===== config.mk =====
export PLATFORM = sky130hd
export DESIGN_NAME = multicycle_ctrl_fsm_flat
export DESIGN_NICKNAME = d
export VERILOG_FILES = /design/src/rtl/multicycle_ctrl_fsm_if.sv /design/src/rtl/multicycle_ctrl_fsm.sv /design/src/flat_wrapper.sv
export SDC_FILE = /design/constraint.sdc
export NUM_CORES = 1
export LEC_CHECK = 0
export ABC_AREA = 1
export BUFFER_PORTS_ARGS = -buffer_cell sky130_fd_sc_hd__buf_2
export CAP_MARGIN = 5
export CORE_AREA = 3 3 75 77
export DETAILED_ROUTE_END_ITERATION = 12
export DIE_AREA = 0 0 78 80
export GPL_TIMING_DRIVEN = 1
export PLACE_DENSITY = 0.82
export SETUP_SLACK_MARGIN = 0.4
export SLEW_MARGIN = 20
export SYNTH_ARGS = -nofsm -noshare
export SYNTH_HDL_FRONTEND = slang
export SYNTH_SLANG_ARGS = --single-unit

===== constraint.sdc =====
create_clock -name clk -period 1.9 [get_ports clk]
set_input_delay 0.38 -clock clk [delete_from_list [all_inputs] [get_ports clk]]
set_output_delay 0.38 -clock clk [all_outputs]
set_load 0.03 [all_outputs]

===== src/rtl/multicycle_ctrl_fsm_if.sv =====
// multicycle_ctrl_fsm_if
//   Bundle between the multi-cycle sequencing controller and the datapath /
//   memory side.
//   master : controller view (drives the strobes, the counter and the debug state)
//   slave  : datapath/memory view (drives opcode, zero and the ready inputs)
//   Signals:
//     opcode[6:0]     instruction[6:0] from the instruction register
//     zero            ALU zero flag
//     imem_ready      instruction memory completes the request this cycle
//     dmem_ready      data memory completes the request this cycle
//     imem_req        instruction fetch request
//     ir_write        load instruction register
//     pc_write        PC <= PC + 4
//     pc_branch       PC <= branch target
//     alu_src         0 = rs2, 1 = immediate
//     alu_op[1:0]     00 add, 01 subtract/compare, 10 funct-decoded
//     dmem_read       data memory read request
//     dmem_write      data memory write request
//     reg_write       register file write enable
//     mem_to_reg      writeback source, 0 = ALU, 1 = memory
//     halted          sticky halt (ecall or illegal)
//     illegal         sticky illegal-opcode flag
//     retired         retired-instruction count
//     state[3:0]      current state encoding, for debug
interface multicycle_ctrl_fsm_if #(
  parameter int RETIRE_W = 32
) ();
  logic [6:0]          opcode;
  logic                zero;
  logic                imem_ready;
  logic                dmem_ready;
  logic                imem_req;
  logic                ir_write;
  logic                pc_write;
  logic                pc_branch;
  logic                alu_src;
  logic [1:0]          alu_op;
  logic                dmem_read;
  logic                dmem_write;
  logic                reg_write;
  logic                mem_to_reg;
  logic                halted;
  logic                illegal;
  logic [RETIRE_W-1:0] retired;
  logic [3:0]          state;

  modport master (
    input  opcode, zero, imem_ready, dmem_ready,
    output imem_req, ir_write, pc_write, pc_branch, alu_src, alu_op,
           dmem_read, dmem_write, reg_write, mem_to_reg, halted, illegal,
           retired, state
  );

  modport slave (
    output opcode, zero, imem_ready, dmem_ready,
    input  imem_req, ir_write, pc_write, pc_branch, alu_src, alu_op,
           dmem_read, dmem_write, reg_write, mem_to_reg, halted, illegal,
           retired, state
  );
endinterface


===== src/rtl/multicycle_ctrl_fsm.sv =====
// multicycle_ctrl_fsm
//   Multi-cycle sequencing controller for an RV32I-subset datapath. Steps each
//   instruction through fetch / decode / execute / memory / writeback, drives
//   per-cycle datapath strobes, handshakes with wait-stating instruction and
//   data memories, counts retired instructions and halts on ecall or an
//   illegal opcode.
//   Ports:
//     clk    rising-edge clock
//     rst_n  asynchronous active-low reset
//     bus    multicycle_ctrl_fsm_if.master (opcode/zero/ready in, strobes,
//            retired counter and debug state out)
//   Strobes are a decode of the state register, so an asynchronous reset
//   drops every request in the same cycle. ir_write/pc_write additionally
//   depend on imem_ready in FETCH, pc_branch on zero in BRANCH.
module multicycle_ctrl_fsm #(
  parameter int RETIRE_W = 32
) (
  input  logic                  clk,
  input  logic                  rst_n,
  multicycle_ctrl_fsm_if.master bus
);

  typedef enum logic [3:0] {
    S_IDLE   = 4'd0,
    S_FETCH  = 4'd1,
    S_DECODE = 4'd2,
    S_EXEC_R = 4'd3,
    S_EXEC_I = 4'd4,
    S_ADDR   = 4'd5,
    S_MEM_RD = 4'd6,
    S_MEM_WR = 4'd7,
    S_WB_ALU = 4'd8,
    S_WB_MEM = 4'd9,
    S_BRANCH = 4'd10,
    S_HALT   = 4'd11,
    S_TRAP   = 4'd12
  } state_e;

  localparam logic [6:0] OP_R      = 7'b0110011;
  localparam logic [6:0] OP_I      = 7'b0010011;
  localparam logic [6:0] OP_LOAD   = 7'b0000011;
  localparam logic [6:0] OP_STORE  = 7'b0100011;
  localparam logic [6:0] OP_BRANCH = 7'b1100011;
  localparam logic [6:0] OP_ECALL  = 7'b1110011;

  state_e              state_q, state_d;
  logic [6:0]          op_q, op_d;
  logic [RETIRE_W-1:0] retired_q, retired_d;

  logic       imem_req_s, ir_write_s, pc_write_s, pc_branch_s;
  logic       alu_src_s;
  logic [1:0] alu_op_s;
  logic       dmem_read_s, dmem_write_s, reg_write_s, mem_to_reg_s;
  logic       halted_s, illegal_s;
  logic       retire_s;

  // Next-state, strobe decode and retire-count update.
  always_comb begin
    state_d      = state_q;
    op_d         = op_q;
    imem_req_s   = 1'b0;
    ir_write_s   = 1'b0;
    pc_write_s   = 1'b0;
    pc_branch_s  = 1'b0;
    alu_src_s    = 1'b0;
    alu_op_s     = 2'b00;
    dmem_read_s  = 1'b0;
    dmem_write_s = 1'b0;
    reg_write_s  = 1'b0;
    mem_to_reg_s = 1'b0;
    halted_s     = 1'b0;
    illegal_s    = 1'b0;
    retire_s     = 1'b0;

    case (state_q)
      S_IDLE: begin
        state_d = S_FETCH;
      end
      S_FETCH: begin
        imem_req_s = 1'b1;
        if (bus.imem_ready) begin
          ir_write_s = 1'b1;
          pc_write_s = 1'b1;
          state_d    = S_DECODE;
        end else begin
          state_d    = S_FETCH;
        end
      end
      S_DECODE: begin
        // op_q keeps the class for ADDR and WB_ALU, which must not rely on
        // the opcode input once DECODE is over.
        op_d = bus.opcode;
        case (bus.opcode)
          OP_R:               state_d = S_EXEC_R;
          OP_I:               state_d = S_EXEC_I;
          OP_LOAD, OP_STORE:  state_d = S_ADDR;
          OP_BRANCH:          state_d = S_BRANCH;
          OP_ECALL:           state_d = S_HALT;
          default:            state_d = S_TRAP;
        endcase
      end
      S_EXEC_R: begin
        alu_src_s = 1'b0;
        alu_op_s  = 2'b10;
        state_d   = S_WB_ALU;
      end
      S_EXEC_I: begin
        alu_src_s = 1'b1;
        alu_op_s  = 2'b00;
        state_d   = S_WB_ALU;
      end
      S_WB_ALU: begin
        reg_write_s  = 1'b1;
        mem_to_reg_s = 1'b0;
        // Hold the ALU controls of whichever EXEC state led here.
        if (op_q == OP_R) begin
          alu_src_s = 1'b0;
          alu_op_s  = 2'b10;
        end else begin
          alu_src_s = 1'b1;
          alu_op_s  = 2'b00;
        end
        retire_s = 1'b1;
        state_d  = S_FETCH;
      end
      S_ADDR: begin
        alu_src_s = 1'b1;
        alu_op_s  = 2'b00;
        if (op_q == OP_LOAD) begin
          state_d = S_MEM_RD;
        end else begin
          state_d = S_MEM_WR;
        end
      end
      S_MEM_RD: begin
        dmem_read_s = 1'b1;
        alu_src_s   = 1'b1;
        if (bus.dmem_ready) begin
          state_d = S_WB_MEM;
        end else begin
          state_d = S_MEM_RD;
        end
      end
      S_WB_MEM: begin
        reg_write_s  = 1'b1;
        mem_to_reg_s = 1'b1;
        retire_s     = 1'b1;
        state_d      = S_FETCH;
      end
      S_MEM_WR: begin
        dmem_write_s = 1'b1;
        alu_src_s    = 1'b1;
        if (bus.dmem_ready) begin
          retire_s = 1'b1;
          state_d  = S_FETCH;
        end else begin
          state_d  = S_MEM_WR;
        end
      end
      S_BRANCH: begin
        alu_src_s   = 1'b0;
        alu_op_s    = 2'b01;
        pc_branch_s = bus.zero;
        retire_s    = 1'b1;
        state_d     = S_FETCH;
      end
      S_HALT: begin
        halted_s = 1'b1;
        state_d  = S_HALT;
      end
      S_TRAP: begin
        halted_s  = 1'b1;
        illegal_s = 1'b1;
        state_d   = S_TRAP;
      end
      default: begin
        state_d = S_IDLE;
      end
    endcase

    // Plain binary add wraps from all-ones to zero.
    if (retire_s) begin
      retired_d = retired_q + RETIRE_W'(1);
    end else begin
      retired_d = retired_q;
    end
  end

  // State, latched opcode and retired counter registers.
  always_ff @(posedge clk or negedge rst_n) begin
    if (!rst_n) begin
      state_q   <= S_IDLE;
      op_q      <= 7'd0;
      retired_q <= {RETIRE_W{1'b0}};
    end else begin
      state_q   <= state_d;
      op_q      <= op_d;
      retired_q <= retired_d;
    end
  end

  assign bus.imem_req   = imem_req_s;
  assign bus.ir_write   = ir_write_s;
  assign bus.pc_write   = pc_write_s;
  assign bus.pc_branch  = pc_branch_s;
  assign bus.alu_src    = alu_src_s;
  assign bus.alu_op     = alu_op_s;
  assign bus.dmem_read  = dmem_read_s;
  assign bus.dmem_write = dmem_write_s;
  assign bus.reg_write  = reg_write_s;
  assign bus.mem_to_reg = mem_to_reg_s;
  assign bus.halted     = halted_s;
  assign bus.illegal    = illegal_s;
  assign bus.retired    = retired_q;
  assign bus.state      = state_q;

endmodule


===== src/flat_wrapper.sv =====
// flat-port wrapper written by rule: the top's interface ports become plain ports
module multicycle_ctrl_fsm_flat 
#(
  parameter int RETIRE_W = 32
)
  (clk, rst_n, bus_opcode, bus_zero, bus_imem_ready, bus_dmem_ready, bus_imem_req, bus_ir_write, bus_pc_write, bus_pc_branch, bus_alu_src, bus_alu_op, bus_dmem_read, bus_dmem_write, bus_reg_write, bus_mem_to_reg, bus_halted, bus_illegal, bus_retired, bus_state);
  multicycle_ctrl_fsm_if #(.RETIRE_W(RETIRE_W)) bus_i ();
  input  logic clk;
  input  logic rst_n;
  input wire logic [$bits(bus_i.opcode)-1:0] bus_opcode;
  input wire logic [$bits(bus_i.zero)-1:0] bus_zero;
  input wire logic [$bits(bus_i.imem_ready)-1:0] bus_imem_ready;
  input wire logic [$bits(bus_i.dmem_ready)-1:0] bus_dmem_ready;
  output wire logic [$bits(bus_i.imem_req)-1:0] bus_imem_req;
  output wire logic [$bits(bus_i.ir_write)-1:0] bus_ir_write;
  output wire logic [$bits(bus_i.pc_write)-1:0] bus_pc_write;
  output wire logic [$bits(bus_i.pc_branch)-1:0] bus_pc_branch;
  output wire logic [$bits(bus_i.alu_src)-1:0] bus_alu_src;
  output wire logic [$bits(bus_i.alu_op)-1:0] bus_alu_op;
  output wire logic [$bits(bus_i.dmem_read)-1:0] bus_dmem_read;
  output wire logic [$bits(bus_i.dmem_write)-1:0] bus_dmem_write;
  output wire logic [$bits(bus_i.reg_write)-1:0] bus_reg_write;
  output wire logic [$bits(bus_i.mem_to_reg)-1:0] bus_mem_to_reg;
  output wire logic [$bits(bus_i.halted)-1:0] bus_halted;
  output wire logic [$bits(bus_i.illegal)-1:0] bus_illegal;
  output wire logic [$bits(bus_i.retired)-1:0] bus_retired;
  output wire logic [$bits(bus_i.state)-1:0] bus_state;
  assign bus_i.opcode = bus_opcode;
  assign bus_i.zero = bus_zero;
  assign bus_i.imem_ready = bus_imem_ready;
  assign bus_i.dmem_ready = bus_dmem_ready;
  assign bus_imem_req = bus_i.imem_req;
  assign bus_ir_write = bus_i.ir_write;
  assign bus_pc_write = bus_i.pc_write;
  assign bus_pc_branch = bus_i.pc_branch;
  assign bus_alu_src = bus_i.alu_src;
  assign bus_alu_op = bus_i.alu_op;
  assign bus_dmem_read = bus_i.dmem_read;
  assign bus_dmem_write = bus_i.dmem_write;
  assign bus_reg_write = bus_i.reg_write;
  assign bus_mem_to_reg = bus_i.mem_to_reg;
  assign bus_halted = bus_i.halted;
  assign bus_illegal = bus_i.illegal;
  assign bus_retired = bus_i.retired;
  assign bus_state = bus_i.state;
  multicycle_ctrl_fsm #(.RETIRE_W(RETIRE_W)) u_core (.clk(clk), .rst_n(rst_n), .bus(bus_i));
endmodule

==> key figures, run 1 <==
STA
  – Fmax: 0.5537 GHz
  – Unrepaired setup endpoints after global routing: yes
  – Hold Violations, Final: 0
  – Fin crit share: 95.05%
  – Final setup violation count: 0
  – Final min period: 1.806 ns
  – Setup TNS: 0 ns
  – Worst-margin pin slew: 0.4995 ns
  – Fin. max-slew vios: 0
  – Max_slew headroom: 66.70%
  – Clock Skew: 0.008004 ns

Worst setup path
  – CP startpoint kind: flip-flop
  – Reg-to-reg setup timing slack: 0.24 ns
  – FF-to-FF Start: u_core.bus.state[2]
  – Worst r2r dst: u_core.bus.retired[17]
  – Critical path type: reg2out
  – Worst EP arrival: 1.43 ns
  – Crit path max fanout: 4
  – Cells on worst reg2reg path: 9
  – Worst Setup End Kind: output port
  – Required @ worst endpoint: 1.52 ns

Detailed routing
  – Via count: 3017
  – Routed Antenna Nets: 0
  – DR WL/cell: 15.68 um
  – Vias per cell: 5.388
  – First-pass DRT Iterations: 5
  – Total Wirelength: 8780 um
  – # DRC: 0
  – Initial DRC Count: 266

Clock tree
  – Clock Sinks: between 40 and 50
  – H-tree depth: 2
  – CTS clock-pin slew for the worst setup and hold paths: 0.09 ns
  – CTS Root Cell: clkbuf_8
  – Clk_lat worst skew: approximately 0.3 ns
  – CTS tree: done
  – Hold buffer count at cts: 0
  – CTS max path bufs: 2
  – Cts bufs inserted: 5

Floorplan
  – Die height: 80 um
  – Initial Utilization: 53.18%
  – Total I/O pin count: 61
  – Die area: 6240 sq um
  – Core footprint: 5075 sq um
  – DIE WIDTH: 78 um
  – Rows: 26

Pwr
  – VDD IR max: 0.9070 mV
  – Leakage: 1.979 nW
  – Power density cells: 990.9 nW/um^2
  – Final Power: 3.957 mW

Synth
  – Mapped Cells: 391
  – Mapped cell area: 2699 sq um
  – Yosys cell types: 31
  – Register bit total from synthesis: 43
  – Syn. warnings: 0
  – Sequential area share after synthesis: 39.87%
  – Syn avg cell area: 6.902 sq um
  – Syn_nets: 404

Place
  – Global placer's final weighted congestion: 0.8799
  – Post-DP HPWL: 4855 um
  – # port buffers: 60
  – Placed Area: 3182 sq um

GRT
  – Number of global-route vias before repair: ~2600
  – Initial antenna violation count: 0
  – Grt total ovfl: 0
  – Largest net degree at the start of global routing: 23
  – First-pass GRT wire length: about 12000 um
  – Tot GR Track Use: between 20% and 30%

Final layout
  – Area grow syn2layout: 47.98%
  – Final Cell Area: between 3000 and 4000 sq um
  – Layout cells sized above 1: 42.04%
  – Net count reported at finish: 502
  – # diodes: 0

Job
  – Max-Cap Viols: 0

Min path
  – Min-Delay Path Class: in2async

Outcome
  – Status: finished clean
-- cells in the mapped netlist, drive strengths merged --
cell	count	area share, %
clkbuf	1	0.14
and3	1	0.23
ha	1	0.46
o31ai	1	0.28
xnor2	9	3.2
inv	55	7.6
dfrtp	43	40
nand4	11	2.5
a21oi	2	0.37
nand3b	4	1.3
nand3	28	5.6
o2111ai	1	0.32
nor3	8	1.9
xor2	3	0.97
nand2	152	22
nor2	53	8.8
buf	4	1.5
o21ai	13	2.4
o21bai	1	0.28
-- worst max-delay path, stage by stage, from the launching register on --
cell and delay (ns):
dfrtp_2 0.47, nor2_4 0.19, buf_6 0.16, and3_4 0.18, buf_6 0.12
-- repair_timing --
item	CTS	global route
hold endpoints to repair	0	0
endpoints found under the setup margin	28	41
pin swaps	8	26
gates cloned	1	2
setup buffers	12	16
gates resized for setup	44	83
-- metrics by stage --
step	cells	hold slack, ns	utilization, %	worst slack [ns]
after floorplan	391	0.08441	-	0.2529
after global placement	521	0.3656	62.70	0.2694
after detailed placement	521	0.3673	62.70	0.2344
after CTS	542	0.04757	69.60	0.1491
after global routing	560	0.06576	78.70	0.04591
final	560	0.02777	78.70	0.09410
-- worst max-delay path by stage --
stage                                   to                start
global placement             bus_alu_op[1]  u_core.bus.state[2]
finish                       bus_pc_branch  u_core.bus.state[2]
global route                  bus_ir_write  u_core.bus.state[2]
floorplan                       bus_halted  u_core.bus.state[1]
detailed placement  u_core.bus.retired[26]  u_core.bus.state[2]
CTS                          bus_alu_op[1]  u_core.bus.state[3]
-- layer usage --
metal	GRT usage, %	share of wire, %	up-vias
li1	-	-	1415
met1	30.98	39	1417
met2	40.67	51	147
met3	4.402	6.2	38
met4	7.168	3.2	0
met5	0	0	-
-- cells by family after synthesis --
logic type	Yosys count	synth area share, %
AO/OA/AOI/OAI	18	3.663
XOR/XNOR	12	4.173
adder cells (fa/ha/maj)	1	0.4635
buffers and inverters	60	9.318
flip-flops	43	39.87
AND/OR/NAND/NOR	257	42.51
-- placed cells by master, fill, tap and decap left out, types with 12 or more instances in the layout --
| cell | synthesis | routed |
|---|---|---|
| dfrtp_2 | 0 | 12 |
| buf_2 | 0 | 47 |
| nor2_1 | 44 | 27 |
| buf_4 | 2 | 26 |
| nor2_2 | 6 | 12 |
| dfrtp_1 | 43 | 31 |
| inv_1 | 53 | 43 |
| nor2_4 | 3 | 14 |
| buf_6 | 1 | 17 |
| nand2_1 | 146 | 128 |
| nand3_1 | 26 | 17 |
-- state kept, by name, summed over array words and instances (netlist names) --
| signal | flops |
|---|---|
| u_core.bus.retired | 32 |
| u_core.op_q | 7 |
| u_core.bus.state | 4 |
-- area by class of cell --
class / instances / area, sq um
multi-input combinational: 291 / 1809
sequential: 43 / 1091
fill: 321 / 1081
timing repair buffer: 93 / 671.9
inverter: 55 / 234.0
clock buffer: 8 / 100.1
tap: 70 / 87.58
-- report_power, final --
group | internal, mW | switching (mW) | total, mW | leakage (nW)
Combinational | 0.799 | 1.24 | 2.04 | 1.37
Sequential | 1.08 | 0.188 | 1.27 | 0.555
Clock | 0.332 | 0.322 | 0.654 | 0.0515
(Power assumes the default switching activity.)
==> inputs of run 2 (changes only) <==
- ABC_AREA: 1 -> 0
- CORE_AREA: 3 3 75 77 -> 3 3 69 71
- DIE_AREA: 0 0 78 80 -> 0 0 72 74
==> key figures, run 2 <==
Worst setup path
  – Critical-path top delay cell: or4_4
  – Worst r2r dst: u_core.bus.retired[21]
  – Worst Setup End Kind: output port
  – Cells on worst reg2reg path: 9
  – Critical path's largest stage delay: 0.57 ns
  – Critical path type: reg2out
  – CP startpoint kind: flip-flop
  – CP Buf/Inv Count: 1
  – Crit-path cells: or4_4 -> nor2_4 -> a32oi_1 -> nor2_2 -> buf_6
  – Crit path max fanout: 2
  – Required @ worst endpoint: 1.52 ns
  – Reg-to-reg setup timing slack: -0.22 ns
  – FF-to-FF Start: u_core.bus.state[2]
  – Crit path max-delay family: simple AND/OR/NAND/NOR gates
  – Worst EP arrival: 1.79 ns

Job
  – Max-Cap Viols: 0

Final layout
  – Max reg flops: 32
  – Fillers: 138
  – Storage element area: 1091 sq um
  – Final Cell Area: 3889 sq um
  – # diodes: 0
  – Area grow syn2layout: 77.30%
  – Multi-input logic area: roughly 1500 sq um
  – Net count reported at finish: 348
  – Layout Utilization: 90.56%
  – Layout cells sized above 1: approximately 67%
  – Non-Filler Instances: 388
  – Commonest non-fill, non-tap cell in the layout: buf_6
  – Most frequent cells in the layout: buf_6 (51), buf_2 (45), dfrtp_1 (31)

Outcome
  – Failing checks: negative setup slack
  – Status: complete, but fails checks

Detailed routing
  – Via count: 2431
  – Total Wirelength: 9513 um
  – DR WL/cell: 24.52 um
  – Initial DRC Count: 229
  – Vias per cell: 6.265
  – Routed Antenna Nets: 0
  – # DRC: 0
  – First-pass DRT Iterations: 5

Pwr
  – Power density cells: 1383 nW/um^2
  – VDD IR max: 0.9417 mV
  – Final Power: 5.379 mW
  – Leakage: 2.011 nW
  – Int Power: 3.107 mW
  – Sw power: 2.272 mW
  – Sw Ratio: between 40% and 50%
  – Power share of the combinational group: 64.7%
  – Reg power frac: 24.2%
  – Clock power frac: 11.2%

Synth
  – EDFF count, synth: 0
  – Syn_nets: 220
  – Main synth FF type: dfrtp_1
  – Syn. warnings: 0
  – Mapped Cells: approximately 210
  – Sequential area share after synthesis: 49.06%
  – Area contributors post-synth: dfrtp_1 (49%), xnor2_1 (8.4%), xor2_1 (4.0%)
  – Area share of the leading cell type in the synthesized netlist: approximately 49%
  – Yosys cell types: between 40 and 50
  – Leading area contributor after synthesis: dfrtp_1
  – Commonest cells post-synth: dfrtp_1 (43), nand2_1 (22), xnor2_1 (21)
  – Register bit total from synthesis: 43
  – Syn avg cell area: 10.60 sq um
  – FFs w/ async S/R, synth: 100.0%
  – Mapped cell area: 2193 sq um
  – Cell with the most instances after synthesis: dfrtp_1

STA
  – Fin. max-slew vios: 0
  – Unrepaired setup endpoints after global routing: yes
  – Fmax: around 0.46 GHz
  – Fin crit share: 114.1%
  – Worst-margin pin slew: between 0.7 and 0.8 ns
  – Final setup violation count: 23
  – Max_slew headroom: 53.09%
  – Worst hold margin: just under 0.1 ns
  – Final WS setup: -0.2675 ns
  – Final min period: 2.167 ns
  – Hold Violations, Final: 0
  – Setup TNS: -2.262 ns
  – Clock Skew: 0.02195 ns

GRT
  – Tot GR Track Use: 24.96%
  – Largest net degree at the start of global routing: 32
  – First-pass GRT wire length: 10370 um
  – Initial antenna violation count: 0
  – Number of global-route vias before repair: 2036
  – Grt total ovfl: 0

Clock tree
  – CTS clock-pin slew for the worst setup and hold paths: 0.10 ns
  – CTS tree: done
  – H-tree depth: 2
  – Clk_lat worst skew: 0.31 ns
  – Cts bufs inserted: 5
  – Clock Sinks: 43
  – Hold buffer count at cts: 0
  – CTS max path bufs: 2
  – CTS Root Cell: clkbuf_8

Place
  – Global placer's final weighted congestion: 0.7793
  – Post-DP HPWL: between 3000 and 4000 um
  – Placed cell count: between 300 and 400
  – Placed Area: 2736 sq um
  – # port buffers: 60
  – Post-placement worst setup slack: 0.03119 ns

Floorplan
  – Die area: 5328 sq um
  – Initial Utilization: 51.08%
  – Core footprint: 4294 sq um
  – Rows: 24
  – Die height: 74 um
  – Total I/O pin count: 61
  – DIE WIDTH: a little over 70 um

Min path
  – Min-Delay Path Class: in2async
[run 2: power by group through the flow]
stage	registers (mW)	logic, mW	clock network [mW]
2_1_floorplan	1.44	1.07	0
3_3_place_gp	1.25	1.64	0
3_5_place_dp	1.27	1.67	0
4_1_cts	1.25	2.54	0.570
5_1_grt	1.32	3.60	0.637
6_report	1.30	3.48	0.601
[run 2: area by class of cell]
class                   count  area share, %
inverters                   4         0.4505
well taps                  52          1.673
multi-input cells         155          38.77
repair buffers            126          28.86
clock buffers               6          1.866
flip-flops and latches     43          28.06
clock inverters             2         0.3218
[run 2: timing repair]
action | CTS | global route
buffers inserted | 32 | 19
cloned | 2 | 1
pin swaps | 32 | 30
setup endpoints to repair | 50 | 57
gates resized for setup | 101 | 54
[run 2: cell families (layout without fill, tap and decap cells)]
logic type               after synthesis  after routing  synth area share (%)
flip-flops                            43             43                 49.06
adder cells (fa/ha/maj)                1              1                0.5704
multiplexers                           7              7                 3.594
buffers and inverters                  9            138                 1.711
XOR/XNOR                              31             31                 12.38
AO/OA/AOI/OAI                         20             20                 6.732
AND/OR/NAND/NOR                       96             96                 25.96
[run 2: how the worst max path moves through the flow]
stage / from / endpoint / cells past startpoint
6_report: u_core.op_q[3] / bus_alu_op[1] / 5
3_3_place_gp: u_core.op_q[3] / bus_alu_op[1] / 5
4_1_cts: u_core.op_q[3] / bus_alu_op[1] / 5
3_5_place_dp: u_core.bus.retired[11] / u_core.bus.retired[19] / 5
5_1_grt: u_core.op_q[3] / bus_alu_op[1] / 5
2_1_floorplan: u_core.bus.state[3] / u_core.bus.retired[31] / 5
[run 2: metal layers]
metal | track usage, % | up-vias | share of wire, % | wire length (um)
li1 | - | 978 | - | -
met4 | 8.351 | 0 | 5.7 | 542
met2 | 41.53 | 199 | 48 | 4558
met3 | 4.324 | 64 | 8.3 | 787
met1 | 33.36 | 1190 | 38 | 3625
met5 | 0 | - | 0 | 0
